$ cat src/rtl/slifo_pkg.sv
// rtl/slifo_pkg.sv - shared defaults and FSM state encoding for the LIFO pop controller
//
// Contents:
//   SLIFO_DATA_WIDTH    default width of one LIFO entry
//   SLIFO_POINTER_WIDTH default LIFO pointer width (depth = 2**SLIFO_POINTER_WIDTH)
//   state_t             pop controller states, IDLE=0 POP=1 DRAIN=2 DONE=3
package slifo_pkg;

  localparam int SLIFO_DATA_WIDTH    = 8;
  localparam int SLIFO_POINTER_WIDTH = 3;

  typedef enum logic [1:0] {
    IDLE  = 2'd0,
    POP   = 2'd1,
    DRAIN = 2'd2,
    DONE  = 2'd3
  } state_t;

endpackage

$ cat src/rtl/slifo_pop_skid.sv
// rtl/slifo_pop_skid.sv - 2-entry FIFO output buffer between the LIFO read port and the consumer
//
// Ports:
//   clk, rst   clock, asynchronous active-high reset
//   push       write push_data this cycle
//   push_data  entry to store
//   pop        consumer took the head entry this cycle (only while count != 0)
//   head       oldest stored entry
//   count      occupancy, 0..2
module slifo_pop_skid
  import slifo_pkg::*;
#(
  parameter int DATA_WIDTH = SLIFO_DATA_WIDTH
) (
  input  logic                  clk,
  input  logic                  rst,
  input  logic                  push,
  input  logic [DATA_WIDTH-1:0] push_data,
  input  logic                  pop,
  output logic [DATA_WIDTH-1:0] head,
  output logic [1:0]            count
);

  logic [DATA_WIDTH-1:0] mem [2];
  logic                  wr_ptr;
  logic                  rd_ptr;

  assign head = mem[rd_ptr];

  always_ff @(posedge clk or posedge rst) begin
    if (rst) begin
      mem[0] <= '0;
      mem[1] <= '0;
      wr_ptr <= 1'b0;
      rd_ptr <= 1'b0;
      count  <= 2'd0;
    end else begin
      if (push) begin
        mem[wr_ptr] <= push_data;
        wr_ptr      <= ~wr_ptr;
      end
      if (pop) begin
        rd_ptr <= ~rd_ptr;
      end
      case ({push, pop})
        2'b10:   count <= count + 2'd1;
        2'b01:   count <= count - 2'd1;
        default: count <= count;
      endcase
    end
  end

endmodule

$ cat src/rtl/slifo_pop_ctrl.sv
// rtl/slifo_pop_ctrl.sv - pops a burst of entries from a LIFO and streams them out top-of-stack first
//
// Ports:
//   clk, rst     clock, asynchronous active-high reset
//   start        one-cycle burst request, honoured only in IDLE
//   burst_len    entries requested, sampled with start
//   abort        (only with SLIFO_POP_ABORT_EN) stop popping, deliver what is buffered
//   lifo_empty   LIFO empty flag
//   lifo_rd      pop strobe to the LIFO
//   lifo_data    LIFO read data, valid the cycle after lifo_rd
//   out_valid    out_data holds a popped entry
//   out_ready    consumer accepts out_data
//   out_data     popped entry
//   busy         controller is not IDLE
//   done         one-cycle pulse at burst completion
//   short_burst  LIFO ran empty (or abort) before burst_len pops; valid with done
//   pop_count    entries popped in the last burst, held until the next start
//
// Optional feature macro: SLIFO_POP_ABORT_EN adds the abort input.
module slifo_pop_ctrl
  import slifo_pkg::*;
#(
  parameter int DATA_WIDTH    = SLIFO_DATA_WIDTH,
  parameter int POINTER_WIDTH = SLIFO_POINTER_WIDTH
) (
  input  logic                   clk,
  input  logic                   rst,
  input  logic                   start,
  input  logic [POINTER_WIDTH:0] burst_len,
`ifdef SLIFO_POP_ABORT_EN
  input  logic                   abort,
`endif
  input  logic                   lifo_empty,
  output logic                   lifo_rd,
  input  logic [DATA_WIDTH-1:0]  lifo_data,
  output logic                   out_valid,
  input  logic                   out_ready,
  output logic [DATA_WIDTH-1:0]  out_data,
  output logic                   busy,
  output logic                   done,
  output logic                   short_burst,
  output logic [POINTER_WIDTH:0] pop_count
);

  state_t                 state;
  logic [POINTER_WIDTH:0] remaining;
  logic                   in_flight;
  logic [1:0]             occ;
  logic                   xfer;
  logic [2:0]             committed;
  logic                   abort_req;

`ifdef SLIFO_POP_ABORT_EN
  assign abort_req = abort;
`else
  assign abort_req = 1'b0;
`endif

  assign out_valid = (occ != 2'd0);
  assign xfer      = out_valid & out_ready;

  // Slots the buffer will hold after this cycle: stored + arriving - leaving.
  // Counting the departing entry lets a pop issue every cycle under full flow.
  assign committed = {1'b0, occ} + {2'b0, in_flight} - {2'b0, xfer};

  // Combinational so lifo_empty and abort gate the strobe in the same cycle.
  assign lifo_rd = (state == POP) && (remaining != '0) && !lifo_empty &&
                   !abort_req && (committed < 3'd2);

  slifo_pop_skid #(
    .DATA_WIDTH(DATA_WIDTH)
  ) u_skid (
    .clk      (clk),
    .rst      (rst),
    .push     (in_flight),
    .push_data(lifo_data),
    .pop      (xfer),
    .head     (out_data),
    .count    (occ)
  );

  always_ff @(posedge clk or posedge rst) begin
    if (rst) begin
      state       <= IDLE;
      remaining   <= '0;
      in_flight   <= 1'b0;
      pop_count   <= '0;
      short_burst <= 1'b0;
      busy        <= 1'b0;
      done        <= 1'b0;
    end else begin
      in_flight <= lifo_rd;
      done      <= 1'b0;
      if (lifo_rd) begin
        remaining <= remaining - 1'b1;
        pop_count <= pop_count + 1'b1;
      end
      case (state)
        IDLE: begin
          if (start) begin
            state       <= POP;
            busy        <= 1'b1;
            remaining   <= burst_len;
            pop_count   <= '0;
            short_burst <= 1'b0;
          end
        end
        POP: begin
          if (abort_req) begin
            state       <= DRAIN;
            short_burst <= 1'b1;
          end else if (remaining == '0) begin
            state <= DRAIN;
          end else if (lifo_empty && !in_flight) begin
            state       <= DRAIN;
            short_burst <= 1'b1;
          end
        end
        DRAIN: begin
          if (occ == 2'd0 && !in_flight) begin
            state <= DONE;
            done  <= 1'b1;
          end
        end
        DONE: begin
          state <= IDLE;
          busy  <= 1'b0;
        end
        default: begin
          state <= IDLE;
          busy  <= 1'b0;
        end
      endcase
    end
  end

endmodule

$ cat config.mk
export PLATFORM = sky130hd
export DESIGN_NAME = slifo_pop_ctrl
export DESIGN_NICKNAME = d
export VERILOG_FILES = /design/src/rtl/slifo_pkg.sv /design/src/rtl/slifo_pop_skid.sv /design/src/rtl/slifo_pop_ctrl.sv
export SDC_FILE = /design/constraint.sdc
export NUM_CORES = 1
export LEC_CHECK = 0
export CAP_MARGIN = 40
export CORE_MARGIN = 2
export CORE_UTILIZATION = 35
export DETAILED_ROUTE_END_ITERATION = 12
export GPL_TIMING_DRIVEN = 0
export PLACE_DENSITY = 0.58
export SYNTH_ARGS = -nofsm -noshare
export SYNTH_HDL_FRONTEND = slang
export SYNTH_SLANG_ARGS = --single-unit
$ cat constraint.sdc
create_clock -name clk -period 6.3 [get_ports clk]
set_input_delay 1.26 -clock clk [delete_from_list [all_inputs] [get_ports clk]]
set_output_delay 1.26 -clock clk [all_outputs]
set_load 0.005 [all_outputs]
* Yosys cells after proc, flatten, opt, wreduce, memory -nomap -nowiden
Cells that the tools add are included.
** Operators by class
- Equality and inequality tests :: 10
- Magnitude comparators :: 4
- Reduce and logical (&&, ||, !) cells :: 19
- $add $sub $neg :: 6
- Muxes and demuxes :: 26
- Bitwise operators :: 5
** Operator list (number)
- 8-bit 2-to-1 mux :: 4
- 4-bit 2-to-1 mux :: 6
- 16-bit bitwise mux :: 1
- 8-bit demux with 1-bit select :: 1
- 2-bit 2-to-1 mux :: 4
- 2-bit one-hot mux with 4 select lines :: 1
- 2-bit nonzero test :: 4
- 2-bit equality test, second input constant :: 3
- 1-bit logical AND :: 6
- 1-bit 2-to-1 mux :: 6
- 2-bit inequality test, second input constant :: 3
- 4-bit by 1-bit adder with 4-bit output, second input constant :: 1
- 2-bit by 1-bit equality test with 1-bit output, second input constant :: 2
- 2-bit >= comparator, second input constant :: 2
- 2-bit zero test :: 2
- 4-bit zero test :: 1
- 1-bit inverter with 2-bit output :: 2
- 1-bit one-hot mux with 2 select lines :: 2
- 2-bit one-hot mux with 2 select lines :: 1
- 4-bit AND reduction :: 1
- 4-bit nonzero test :: 1
- 4-bit by 1-bit subtractor with 4-bit output, second input constant :: 1
- 2-bit by 1-bit adder with 3-bit output :: 1
- 3-bit by 2-bit < comparator with 1-bit output, second input constant :: 1
- other kinds (11) :: 13
** Storage, ports and cells
- Input bits :: 17
- Bits in registers :: 34
- Word-level logic and storage cells :: 82
- Output and inout bits :: 17

* Longest topological paths before layout
- Depth after elaboration :: 8
- Gate-level depth with buffers :: 10

* Modules after synthesis
From an unflattened synthesis, not the netlist that was laid out.
** Unflattened totals
- Cell total of the unflattened synthesis :: 140
- Area, all modules :: 1752.9 um^2
** Modules (own cells, without submodules)
- slifo_pop_skid :: area an instance 897.1 um^2, cells each 57, instances 1
- slifo_pop_ctrl :: area an instance 855.8 um^2, cells each 83, instances 1

* Worst setup path before layout
OpenSTA, ideal clock, no wires.
- Kind :: input port to output port
- From :: in out_ready
- To :: out lifo_rd
- Path slack :: 2.102 ns
- Required time :: 5.040 ns
- Stages :: 8
- Arrival time :: 2.938 ns
- Path buffers :: 1
- Cells stage by stage :: nand2b_1 nor2_1 o21ai_0 fa_1 xor2_1 or4b_1 buf_2 inv_1
** On the way
- Longest elaborated chain between the ends :: 4
** Ends and longest elaborated chain
- start, declared :: RTL line slifo_pop_ctrl.sv:37 : input logic out_ready,
- 1-bit bitwise AND :: RTL line slifo_pop_ctrl.sv:60 : assign xfer = out_valid & out_ready;
- 3-bit by 1-bit subtractor with 3-bit output :: RTL line slifo_pop_ctrl.sv:64 : assign committed = {1'b0, occ} + {2'b0, in_flight} - {2'b0, xfer};
- 3-bit by 2-bit < comparator with 1-bit output :: RTL line slifo_pop_ctrl.sv:68 : !abort_req && (committed < 3'd2);
- 1-bit logical AND :: RTL line slifo_pop_ctrl.sv:68
- end, declared :: RTL line slifo_pop_ctrl.sv:34 : output logic lifo_rd,
No other way between the ends.

* Worst setup path in the final report
Ends and elaborated chain as after synthesis.

==> flow_summary.yaml <==
floorplan:
  rows: 25
  fp.dieW_um: 73.0
  initial_core_util_pct: 35.8
  die_h_um: 73.0
  io_pins: 34
  core_area_um2: 4660
  die_area_um2: 5330
clock_tree:
  cts_root_buf: "clkbuf_8"
  clock_latency_ns: 0.29
  numClockSinks: 34
  path_clk_slew_ns: 0.07
  cts-buffers-inserted: 5
  cts_tree: "done"
  cts.path.max_buffers: 2
  cts_setup_buffers: 0
  post_cts_resized: 0
  htreeDepth: 2
  postCtsHoldBufs: 0
power_and_ir_drop:
  comb_power_share_pct: 43.9
  p_leak_uw: 0.000958
  p_seq_share_pct: 36.7
  switching_share_pct: 31.2
  p_int_uw: 713
  powerDensity_nw_per_um2: 470
  switchingPower_uw: 323
  ir_drop_mv: 0.196
  pwr-share-clk_pct: 19.4
yosys:
  synth_area_per_cell_um2: 11.5
  synth_fp_nets: 169
  ys_warn_count: 0
  synth.area.top_cells: "dfrtp_1 (51%), mux2_2 (17%), ha_1 (4.5%), xnor2_1 (2.6%), a21oi_1 (2.4%)"
  synth.top_cell.area_share_pct: 51.1
  yosysMostFrequentCell: "dfrtp_1"
  syn_area_um2: 1670
  ys_seq_area_share_pct: 51.1
  synth-edff-count: 0
  synth.distinct_cells: 31
  synth_area_leader_cell: "dfrtp_1"
  synthTopCellsByCount: "dfrtp_1 (34), mux2_2 (25), nor2_1 (10)"
  netlist_instances: 145
  ys_seq_elements: 34
  synthArstFlopShare_pct: 100
  yosys_most_used_dff: "dfrtp_1"
critical_path:
  cp-end-kind: "primary output"
  crit_cells: 10
  reg2reg_slack_ns: 3.53
  critical_path.max_stage_delay_ns: 0.55
  crit_required_ns: 5.04
  critPathLaunch: "out_ready"
  worstReg2RegEnd: "pop_count[2]$_DFF_PP0_"
  crit_type: "in2out"
  reg2reg_depth: 10
  worst-path-max-fanout: 8
  r2r_start: "u_skid.count[1]$_DFFE_PP0P_"
  start_kind: "input pin"
  crit_end: "lifo_rd"
  cp_slowest_cell: "clkdlybuf4s50_1"
  cp_top_family: "buffers and inverters"
  critPathMostFrequentCell: "clkdlybuf4s50_1"
  worst_ep_arrival_time_ns: 4.18
  crit_chain: "clkdlybuf4s50_1 -> nand2b_1 -> nor2_1 -> o21ai_0 -> fa_1 -> xor2_1 -> or4b_1 -> buf_2 -> inv_1 -> clkdlybuf4s50_1"
  worst-path-buf-inv: 4
route:
  viasPerCell: 5.04
  post_drt_wl_per_cell_um: 14.0
  wl_um: 3390
  drc: 0
  ant_nets: 0
  drt_iter0_markers: 39
  vias: 1219
  firstDrtPassIters: 3
sta:
  slew_headroom_pct: 62.6
  fin_crit_sh_pct: 86.4
  drv_slew: 0
  rsz0062_at_grt: "false"
  final-setup-viol-count: 0
  tns_ns: 0
  hold_viol_final: 0
  clock.fmax_mhz: 184
  finalClockSkew_ns: 0.00342
  finalCriticalPeriod_ns: 5.44
  worst_pin_slew_ns: 0.562
layout:
  diodes: 0
  syn_to_final_growth_pct: 32.2
  multi_input_area_um2: 769
  final_cell_area_um2: 2200
  fillers: 424
  nets: 211
  layout-drive-gt1-share_pct: 20.2
  regArea_um2: 851
grt:
  grt_pass1_vias: 1257
  grt_overflow_total: 0
  antenna_found_initial: 0
  grt_pass1_wl_um: 5620
  grt_max_degree: 14
  grt_usage_pct: 13.9
place:
  hpwl_um: 2510
  gp_congestion: 0.776
  placed_area_um2: 2090
  port_buffers: 33
flow_run:
  max_cap_viol_count: 0
run_status:
  status: "complete, no violations"
min_path:
  hp-class: "reg2reg"
[flip-flops by register name (all words and copies together), names as in the netlist]
name,cells
done,1
state,2
u_skid.rd_ptr,1
in_flight,1
pop_count,4
remaining,4
short_burst,1
busy,1
u_skid.count,2
u_skid.wr_ptr,1
u_skid.mem,16
[power groups by stage]
stage	combinational (uW)	clock, uW	sequential, uW
floorplan	284	0	368
global route	505	217	394
global placement	448	0	375
finish	455	201	380
CTS	466	205	380
detailed placement	463	0	384
[layout by cell type, fill, tap and decap left out]
master	Yosys	routed
dfrtp_1	34	34
clkdlybuf4s50_1	0	33
mux2_2	25	25
nor2_1	10	10
nand2_1	9	9
a21oi_1	8	8
o21ai_0	7	7
inv_1	7	7
ha_1	6	6
xnor2_1	5	5
clkbuf_8	0	5
clkbuf_1	4	4
nand2b_1	3	3
or3_1	3	3
nor2b_1	2	2
nor3b_1	2	2
xor2_1	2	2
o21a_1	2	2
nand3_1	2	2
clkinv_2	0	2
buf_8	0	2
nor4b_1	1	1
nor3_1	1	1
nor4bb_1	1	1
or2_2	1	1
or4_1	1	1
nor4_1	1	1
or4b_1	1	1
buf_2	1	1
a2bb2oi_1	1	1
a31o_2	1	1
mux2i_1	1	1
a31oi_1	1	1
a21boi_1	1	1
fa_1	1	1
bufinv_16	0	1
[worst register-to-register path, cell delays in order, from the launching register on]
cell	delay, ns
dfrtp_1	0.49
inv_1	0.07
nor2_1	0.22
o21ai_0	0.15
fa_1	0.41
xor2_1	0.16
or4b_1	0.46
buf_2	0.18
inv_1	0.21
a21oi_1	0.11
a31o_2	0.21
[final cells by class]
cell class                 count  area share [%]
inverter                       7            1.19
multi-input combinational     99            34.9
clock inverter                 3            1.82
sequential                    34            38.6
clock buffer                   5            3.12
buffer                         5           0.909
tap                           54            3.07
timing repair buffer          35            16.4
[routing by layer]
metal,track usage (%),vias to the layer above,wire length (um)
li1,-,580,-
met1,16.3,602,1470
met2,23.7,32,1690
met3,3.45,5,178
met4,6.38,0,44
met5,0,-,0
[how the worst min path moves through the flow]
stage / from / to / slack (ns) / cells past startpoint
global route: u_skid.wr_ptr$_DFFE_PP0P_ / u_skid.wr_ptr$_DFFE_PP0P_ / 0.52 / 1
floorplan: u_skid.wr_ptr$_DFFE_PP0P_ / u_skid.wr_ptr$_DFFE_PP0P_ / 0.46 / 1
finish: u_skid.wr_ptr$_DFFE_PP0P_ / u_skid.wr_ptr$_DFFE_PP0P_ / 0.50 / 1
global placement: busy$_DFFE_PP0P_ / busy$_DFFE_PP0P_ / 0.48 / 2
CTS: u_skid.wr_ptr$_DFFE_PP0P_ / u_skid.wr_ptr$_DFFE_PP0P_ / 0.50 / 1
detailed placement: u_skid.mem[7]$_DFFE_PP0P_ / u_skid.mem[7]$_DFFE_PP0P_ / 0.49 / 1
[through the flow]
step | std cells | setup WS [ns] | utilization, % | hold slack (ns) | total power, uW
2_1_floorplan | 145 | 2.10 | - | 0.463 | 652
3_3_place_gp | 232 | 0.894 | 44.3 | 0.476 | 823
3_5_place_dp | 234 | 0.841 | 44.9 | 0.487 | 847
4_1_cts | 242 | 0.828 | 47.3 | 0.505 | 1050
5_1_grt | 242 | 0.709 | 47.3 | 0.519 | 1120
6_report | 242 | 0.856 | 47.3 | 0.498 | 1040
[cells by family after synthesis]
kind of cell	count (synthesis)	share of synthesized area (%)
AO/OA/AOI/OAI	21	7.28
XOR/XNOR	7	3.68
adder cells (fa/ha/maj)	7	5.71
buffers and inverters	12	2.78
flip-flops	34	51.1
multiplexers	26	17.5
AND/OR/NAND/NOR	38	12.0
Power figures use the tool's default switching activity.
